===== src/rtl/core_stack_pkg.sv =====
// core_stack shared definitions: push source encodings and flag field width.
// Optional feature macro: CORE_STACK_FLAGS_EN (flag bits stored per entry).
package core_stack_pkg;

    typedef enum logic [1:0] {
        PSEL_DATA = 2'd0,
        PSEL_IP   = 2'd1,
        PSEL_SEG  = 2'd2,
        PSEL_RSVD = 2'd3
    } psel_e;

    localparam int FLAG_W = 2;

endpackage


===== src/rtl/core_stack_if.sv =====
// core_stack bus: push/pop strobes, sources, pop result, status, error clear.
// Ports: master = CORE side, slave = stack. CORE_STACK_FLAGS_EN adds flags.
interface core_stack_if
    import core_stack_pkg::*;
#(
    parameter int DATA_W = 8,
    parameter int PTR_W  = 4
);
    logic              push;
    logic              pop;
    logic [1:0]        push_sel;
    logic [DATA_W-1:0] data_in;
    logic [DATA_W-1:0] ip_in;
    logic [DATA_W-1:0] seg_in;
    logic [DATA_W-1:0] pop_data;
    logic              pop_valid;
    logic [PTR_W:0]    sp;
    logic              full;
    logic              empty;
    logic              ovf;
    logic              unf;
    logic              err_clr;
`ifdef CORE_STACK_FLAGS_EN
    logic [FLAG_W-1:0] flags_in;
    logic              flags_save;
    logic [FLAG_W-1:0] flags_out;
`endif

    modport master (
        output push, pop, push_sel, data_in, ip_in, seg_in, err_clr,
`ifdef CORE_STACK_FLAGS_EN
        output flags_in, flags_save,
        input  flags_out,
`endif
        input  pop_data, pop_valid, sp, full, empty, ovf, unf
    );

    modport slave (
        input  push, pop, push_sel, data_in, ip_in, seg_in, err_clr,
`ifdef CORE_STACK_FLAGS_EN
        input  flags_in, flags_save,
        output flags_out,
`endif
        output pop_data, pop_valid, sp, full, empty, ovf, unf
    );

endinterface


===== src/rtl/core_stack_ram.sv =====
// core_stack storage: DEPTH x W array, synchronous write, asynchronous read.
// Ports: CLK, we/waddr/wdata write port, raddr/rdata combinational read port.
module core_stack_ram #(
    parameter int W     = 8,
    parameter int DEPTH = 16,
    parameter int AW    = 4
) (
    input  logic          CLK,
    input  logic          we,
    input  logic [AW-1:0] waddr,
    input  logic [W-1:0]  wdata,
    input  logic [AW-1:0] raddr,
    output logic [W-1:0]  rdata
);

    logic [W-1:0] mem [DEPTH];

    // Contents carry no reset: the pointer alone defines what is valid.
    always_ff @(posedge CLK) begin
        if (we) mem[waddr] <= wdata;
    end

    assign rdata = mem[raddr];

endmodule


===== src/rtl/core_stack.sv =====
// core_stack: LIFO return/data/segment stack with zero-latency pop.
// Ports: CLK, RESET (async, active low), bus (core_stack_if.slave).
// Macro CORE_STACK_FLAGS_EN stores {cf,zf} alongside each entry.
module core_stack
    import core_stack_pkg::*;
#(
    parameter int DATA_W = 8,
    parameter int DEPTH  = 16
) (
    input  logic         CLK,
    input  logic         RESET,
    core_stack_if.slave  bus
);

    localparam int PTR_W = $clog2(DEPTH);
    localparam int SP_W  = PTR_W + 1;
`ifdef CORE_STACK_FLAGS_EN
    localparam int ENT_W = DATA_W + FLAG_W;
`else
    localparam int ENT_W = DATA_W;
`endif
    localparam logic [SP_W-1:0] SP_ONE  = SP_W'(1);
    localparam logic [SP_W-1:0] SP_FULL = SP_W'(DEPTH);

    logic [SP_W-1:0]   sp_q, sp_d;
    logic              ovf_q, unf_q;
    logic              full, empty;
    logic              ovf_set, unf_set;
    logic              pop_ok;
    logic              we;
    logic [PTR_W-1:0]  top_idx;
    logic [PTR_W-1:0]  waddr;
    logic [DATA_W-1:0] src;
    logic [ENT_W-1:0]  wdata;
    logic [ENT_W-1:0]  rdata;

    assign full    = (sp_q == SP_FULL);
    assign empty   = (sp_q == '0);
    assign pop_ok  = bus.pop && !empty;
    assign top_idx = PTR_W'(sp_q - SP_ONE);

    always_comb begin
        src = bus.data_in;
        case (bus.push_sel)
            PSEL_IP:  src = bus.ip_in;
            PSEL_SEG: src = bus.seg_in;
            default:  src = bus.data_in;
        endcase
    end

`ifdef CORE_STACK_FLAGS_EN
    assign wdata = {(bus.flags_save ? bus.flags_in : '0), src};
`else
    assign wdata = src;
`endif

    // A replace (push with a successful pop) overwrites the top in place
    // and is allowed even when full; a plain push needs a free slot.
    assign we      = bus.push && (pop_ok || !full);
    assign waddr   = pop_ok ? top_idx : sp_q[PTR_W-1:0];
    assign ovf_set = bus.push && !bus.pop && full;
    assign unf_set = bus.pop && empty;

    always_comb begin
        sp_d = sp_q;
        if (bus.push && !pop_ok) begin
            if (!full) sp_d = sp_q + SP_ONE;
        end else if (pop_ok && !bus.push) begin
            sp_d = sp_q - SP_ONE;
        end
    end

    always_ff @(posedge CLK or negedge RESET) begin
        if (!RESET) begin
            sp_q  <= '0;
            ovf_q <= 1'b0;
            unf_q <= 1'b0;
        end else begin
            sp_q  <= sp_d;
            ovf_q <= ovf_set || (ovf_q && !bus.err_clr);
            unf_q <= unf_set || (unf_q && !bus.err_clr);
        end
    end

    core_stack_ram #(
        .W     (ENT_W),
        .DEPTH (DEPTH),
        .AW    (PTR_W)
    ) u_ram (
        .CLK   (CLK),
        .we    (we),
        .waddr (waddr),
        .wdata (wdata),
        .raddr (top_idx),
        .rdata (rdata)
    );

    assign bus.pop_data  = pop_ok ? rdata[DATA_W-1:0] : '0;
    assign bus.pop_valid = pop_ok;
    assign bus.sp        = sp_q;
    assign bus.full      = full;
    assign bus.empty     = empty;
    assign bus.ovf       = ovf_q;
    assign bus.unf       = unf_q;
`ifdef CORE_STACK_FLAGS_EN
    assign bus.flags_out = pop_ok ? rdata[DATA_W +: FLAG_W] : '0;
`endif

endmodule


===== src/flat_wrapper.sv =====
// flat-port wrapper written by rule: the top's interface ports become plain ports
module core_stack_flat import core_stack_pkg::*;
#(
    parameter int DATA_W = 8,
    parameter int DEPTH  = 16
)
  (CLK, RESET, bus_push, bus_pop, bus_push_sel, bus_data_in, bus_ip_in, bus_seg_in, bus_err_clr, bus_pop_data, bus_pop_valid, bus_sp, bus_full, bus_empty, bus_ovf, bus_unf);
  core_stack_if #(.DATA_W(DATA_W), .PTR_W((4))) bus_i ();
  input  logic CLK;
  input  logic RESET;
  input wire logic [$bits(bus_i.push)-1:0] bus_push;
  input wire logic [$bits(bus_i.pop)-1:0] bus_pop;
  input wire logic [$bits(bus_i.push_sel)-1:0] bus_push_sel;
  input wire logic [$bits(bus_i.data_in)-1:0] bus_data_in;
  input wire logic [$bits(bus_i.ip_in)-1:0] bus_ip_in;
  input wire logic [$bits(bus_i.seg_in)-1:0] bus_seg_in;
  input wire logic [$bits(bus_i.err_clr)-1:0] bus_err_clr;
  output wire logic [$bits(bus_i.pop_data)-1:0] bus_pop_data;
  output wire logic [$bits(bus_i.pop_valid)-1:0] bus_pop_valid;
  output wire logic [$bits(bus_i.sp)-1:0] bus_sp;
  output wire logic [$bits(bus_i.full)-1:0] bus_full;
  output wire logic [$bits(bus_i.empty)-1:0] bus_empty;
  output wire logic [$bits(bus_i.ovf)-1:0] bus_ovf;
  output wire logic [$bits(bus_i.unf)-1:0] bus_unf;
  assign bus_i.push = bus_push;
  assign bus_i.pop = bus_pop;
  assign bus_i.push_sel = bus_push_sel;
  assign bus_i.data_in = bus_data_in;
  assign bus_i.ip_in = bus_ip_in;
  assign bus_i.seg_in = bus_seg_in;
  assign bus_i.err_clr = bus_err_clr;
  assign bus_pop_data = bus_i.pop_data;
  assign bus_pop_valid = bus_i.pop_valid;
  assign bus_sp = bus_i.sp;
  assign bus_full = bus_i.full;
  assign bus_empty = bus_i.empty;
  assign bus_ovf = bus_i.ovf;
  assign bus_unf = bus_i.unf;
  core_stack #(.DATA_W(DATA_W), .DEPTH(DEPTH)) u_core (.CLK(CLK), .RESET(RESET), .bus(bus_i));
endmodule

===== config.mk =====
export PLATFORM = sky130hd
export DESIGN_NAME = core_stack_flat
export DESIGN_NICKNAME = d
export VERILOG_FILES = /design/src/rtl/core_stack_pkg.sv /design/src/rtl/core_stack_if.sv /design/src/rtl/core_stack_ram.sv /design/src/rtl/core_stack.sv /design/src/flat_wrapper.sv
export SDC_FILE = /design/constraint.sdc
export NUM_CORES = 1
export LEC_CHECK = 0
export CAP_MARGIN = 20
export CELL_PAD_IN_SITES_DETAIL_PLACEMENT = 1
export CELL_PAD_IN_SITES_GLOBAL_PLACEMENT = 1
export CORE_MARGIN = 4
export CORE_UTILIZATION = 45
export DETAILED_ROUTE_END_ITERATION = 12
export PLACE_DENSITY = 0.8
export SYNTH_ARGS = -nofsm -noshare
export SYNTH_HDL_FRONTEND = slang
export SYNTH_HIERARCHICAL = 1
export SYNTH_SLANG_ARGS = --single-unit

===== constraint.sdc =====
create_clock -name CLK -period 3.09 [get_ports CLK]
set_clock_uncertainty 0.2 [all_clocks]
set_input_delay 0.618 -clock CLK [delete_from_list [all_inputs] [get_ports CLK]]
set_output_delay 0.618 -clock CLK [all_outputs]
set_load 0.1 [all_outputs]

==> results.yml, run 1 <==
floorplan:
  die_w_um: 122
  dieArea_mm2: 0.0149
  initial_core_util_pct: 46.1
  num_rows: 41
  io_pins: 49
  die_y_um: 122
  coreArea_mm2: 0.0127
placement:
  dp_hpwl_um: 9890
  portBuffers: 48
  place.gp.congestion: 0.805
logic_synthesis:
  yosysWarnings: 6
  synth.net_count: 363
  ys_seq_area_share_pct: 68.8
  async_flop_share_pct: 5.19
  synth.distinct_cells: 44
  synthesis.area_mm2: 0.00584
  synthFlopType: "edfxtp_1"
  synthMuxAreaShare_pct: 13.5
  synth_edf_count: 128
  synth-simple-area-share_pct: 6.02
  ys_ff_latch: 135
  synth_compound_area_share_pct: 6.11
  synth_cells: 328
  synth_top_family_by_area: "multiplexers"
  syn_avg_cell_area_um2: 17.8
  synth_xor_xnor_area_share_pct: 1.48
  synth-adder-area-share_pct: 0.857
worst_setup_path:
  crit_start: "u_core/bus.sp[0]"
  criticalPathCategory: "reg2out"
  worstSetupEndpointType: "output port"
  r2r-end: "u_core/u_ram/mem[2][4]"
  worstRegToRegCells: 9
  crit_chain: "buf_12 -> nor3_4 -> xor2_2 -> and2b_4 -> a22oi_2 -> nand2_1 -> and3_4 -> buf_12"
  cpPeakStageDelay_ps: 520
  cp_max_fo: 8
  critPathMostFrequentCell: "buf_12"
  crit_path_end: "bus_pop_data[4]"
  r2r-start: "u_core/bus.sp[0]"
  worstPathRequired_ps: 2270
  slowest_stage: "dfrtp_4"
  rrSetupSlack_ps: 30
  crit_path_start_kind: "register"
  critical_path_arrival_ps: 2550
global_route:
  grt_pass1_wl_um: 24200
  grt_overflow: 0
  grt_pass1_vias: 3866
  track_usage_pct: 23.1
  grt_antenna_before_repair: 0
  grt_max_degree: 18
sta:
  setup_ws_ps: -283
  timing.hold.ws_ps: 294
  finalSetupTns_ps: -2080
  drv_slew: 0
  final_hold_viol_count: 0
  relSlewSlack_pct: 55.9
  setup_viol: 8
  worst_slew_pin_slew_ps: 654
  rsz0062_at_grt: "true"
  fin_crit_ps: 3370
  period_share_pct: 109
  fmax_mhz: 297
detailed_routing:
  first_pass_iters: 4
  via_count: 3534
  avgRoutedWirePerCell_um: 25.9
  viasPerCell: 5.82
  totalWireLength_um: 15700
  drt-initial-drc-count: 276
  ant_nets: 0
  drc: 0
outcome:
  status: "complete, but fails checks"
  violations: "negative setup slack"
cts:
  cts_tree: "yes"
  cts.clk_slew.worst_paths_ps: 60
  clockBufferDepth: 2
  cts-root-buf: "clkbuf_16"
  cts_hold_buf: 0
  cts.sinks: 135
  clk_latency_ps: 420
  htreeDepth: 4
  cts_buffers: 17
cells_and_area:
  drive_gt1_share_pct: 43.4
  fill_cells: 1121
  multi_input_area_mm2: 0.00190
  regArea_mm2: 0.00403
  antenna_cells: 0
  num-nets-final: 457
  area_growth_pct: 36.9
hold_path:
  hold_path.class: "in2async"
flow_run:
  maxCapViolCount: 0
==> worst max-delay path: cells and delay by family, from the launching register on <==
family | cells | cell delay, ps
and+or+nand+nor | 4 | 820
DFF | 1 | 520
buffers and inverters | 2 | 300
xor gates and xnor gates | 1 | 260
AOI/OAI and AO/OA | 1 | 230
==> synthesized netlist by cell type, drive strengths merged (2+ instances only) <==
master | instances | area [um^2]
o21ai | 9 | 45.0
nand3b | 2 | 15.0
or3b | 2 | 17.5
mux4 | 32 | 773
xor2 | 3 | 26.3
nand2b | 4 | 25.0
and3 | 8 | 50.1
nor3 | 5 | 25.0
clkbuf | 6 | 23.8
nor2 | 19 | 71.3
clkdlybuf4s25 | 3 | 30.0
a21oi | 4 | 20.0
o311ai | 2 | 35.0
a22oi | 24 | 180
edfxtp | 128 | 3840
buf | 11 | 95.1
o211ai | 2 | 20.0
ha | 4 | 50.1
nand2 | 20 | 75.1
xnor2 | 6 | 60.1
a22o | 2 | 17.5
and2 | 3 | 21.3
nand4 | 2 | 12.5
inv | 10 | 37.5
dfrtp | 7 | 175
==> sequential cells by signal, indices dropped and copies added (netlist names) <==
name	flops
u_core/u_ram/mem	128
u_core/bus.sp	5
u_core/bus.ovf	1
u_core/bus.unf	1
==> cells in the final DEF (no fill, tap or decap), types with 3 or more instances in the layout <==
master,count
bufinv_16,5
dfrtp_4,3
nor3_2,3
xnor2_2,3
mux4_2,21
nand2b_1,3
nor2_2,12
inv_1,6
clkinvlp_4,3
buf_16,4
clkinv_2,4
xnor2_1,3
buf_12,20
clkdlybuf4s50_1,30
a21oi_1,3
mux4_1,11
a22oi_1,9
nor2_1,5
edfxtp_1,128
and3_4,8
o21ai_0,9
a22oi_2,15
clkbuf_16,17
nand2_1,19
ha_1,3
buf_4,38
==> how the worst min path moves through the flow <==
stage,end,slack [ps],cells past startpoint
after floorplan,u_core/bus.ovf,120,0
final,u_core/bus.sp[4],290,1
after detailed placement,u_core/bus.unf,320,1
after global routing,u_core/bus.unf,300,1
after global placement,u_core/bus.ovf,290,1
after CTS,u_core/bus.unf,300,1
==> through the flow <==
step,setup WS [ps],cell area [um^2],utilization (%),instances
global route,-365,7990,63.1,607
CTS,-267,7950,62.7,607
detailed placement,-51.0,7030,55.5,566
finish,-283,7990,63.1,607
floorplan,-52.9,6010,-,328
global placement,25.5,7030,55.5,566
==> routing by layer <==
metal | part of all wire, % | vias to the layer above | global-route usage, %
li1 | - | 1510 | -
met1 | 37 | 1838 | 27.7
met2 | 54 | 158 | 39.8
met3 | 5.8 | 28 | 5.48
met4 | 2.7 | 0 | 10.1
met5 | 0 | - | 0
==> final cells by class <==
| type | count | area share (%) |
|---|---|---|
| clock inverters | 13 | 2.52 |
| clock buffers | 19 | 5.67 |
| flip-flops and latches | 135 | 50.4 |
| well taps | 172 | 2.69 |
| inverters | 10 | 0.657 |
| repair buffers | 95 | 14.2 |
| multi-input cells | 163 | 23.8 |
==> cell families (layout without fill, tap and decap cells) <==
kind of cell,Yosys count,count (layout)
xor+xnor,9,9
flops,135,135
compound gates,47,47
mux,33,33
fa+ha+maj,4,4
simple gates,70,70
buf+inv,30,137
==> repair_timing <==
action	in CTS	in global routing
gates cloned	3	0
endpoints found under the setup margin	8	19
buffers inserted	7	1
gates resized for setup	34	11
pin swaps	16	7
Power of run 1 is left out: the tool's default activity adds up to more than one toggle a clock period on the data nets, which glitch-free logic cannot reach.
==> run 2: changes to the inputs <==
--- a/config.mk
+++ b/config.mk
@@ -11,6 +11,7 @@
 export CORE_MARGIN = 4
 export CORE_UTILIZATION = 45
 export DETAILED_ROUTE_END_ITERATION = 12
+export GPL_ROUTABILITY_DRIVEN = 0
 export PLACE_DENSITY = 0.8
 export SYNTH_ARGS = -nofsm -noshare
 export SYNTH_HDL_FRONTEND = slang
==> results of run 2 <==
The final DEF is identical to that of run 1; final timing and power are the same.
Power of run 2 is left out for the same reason.
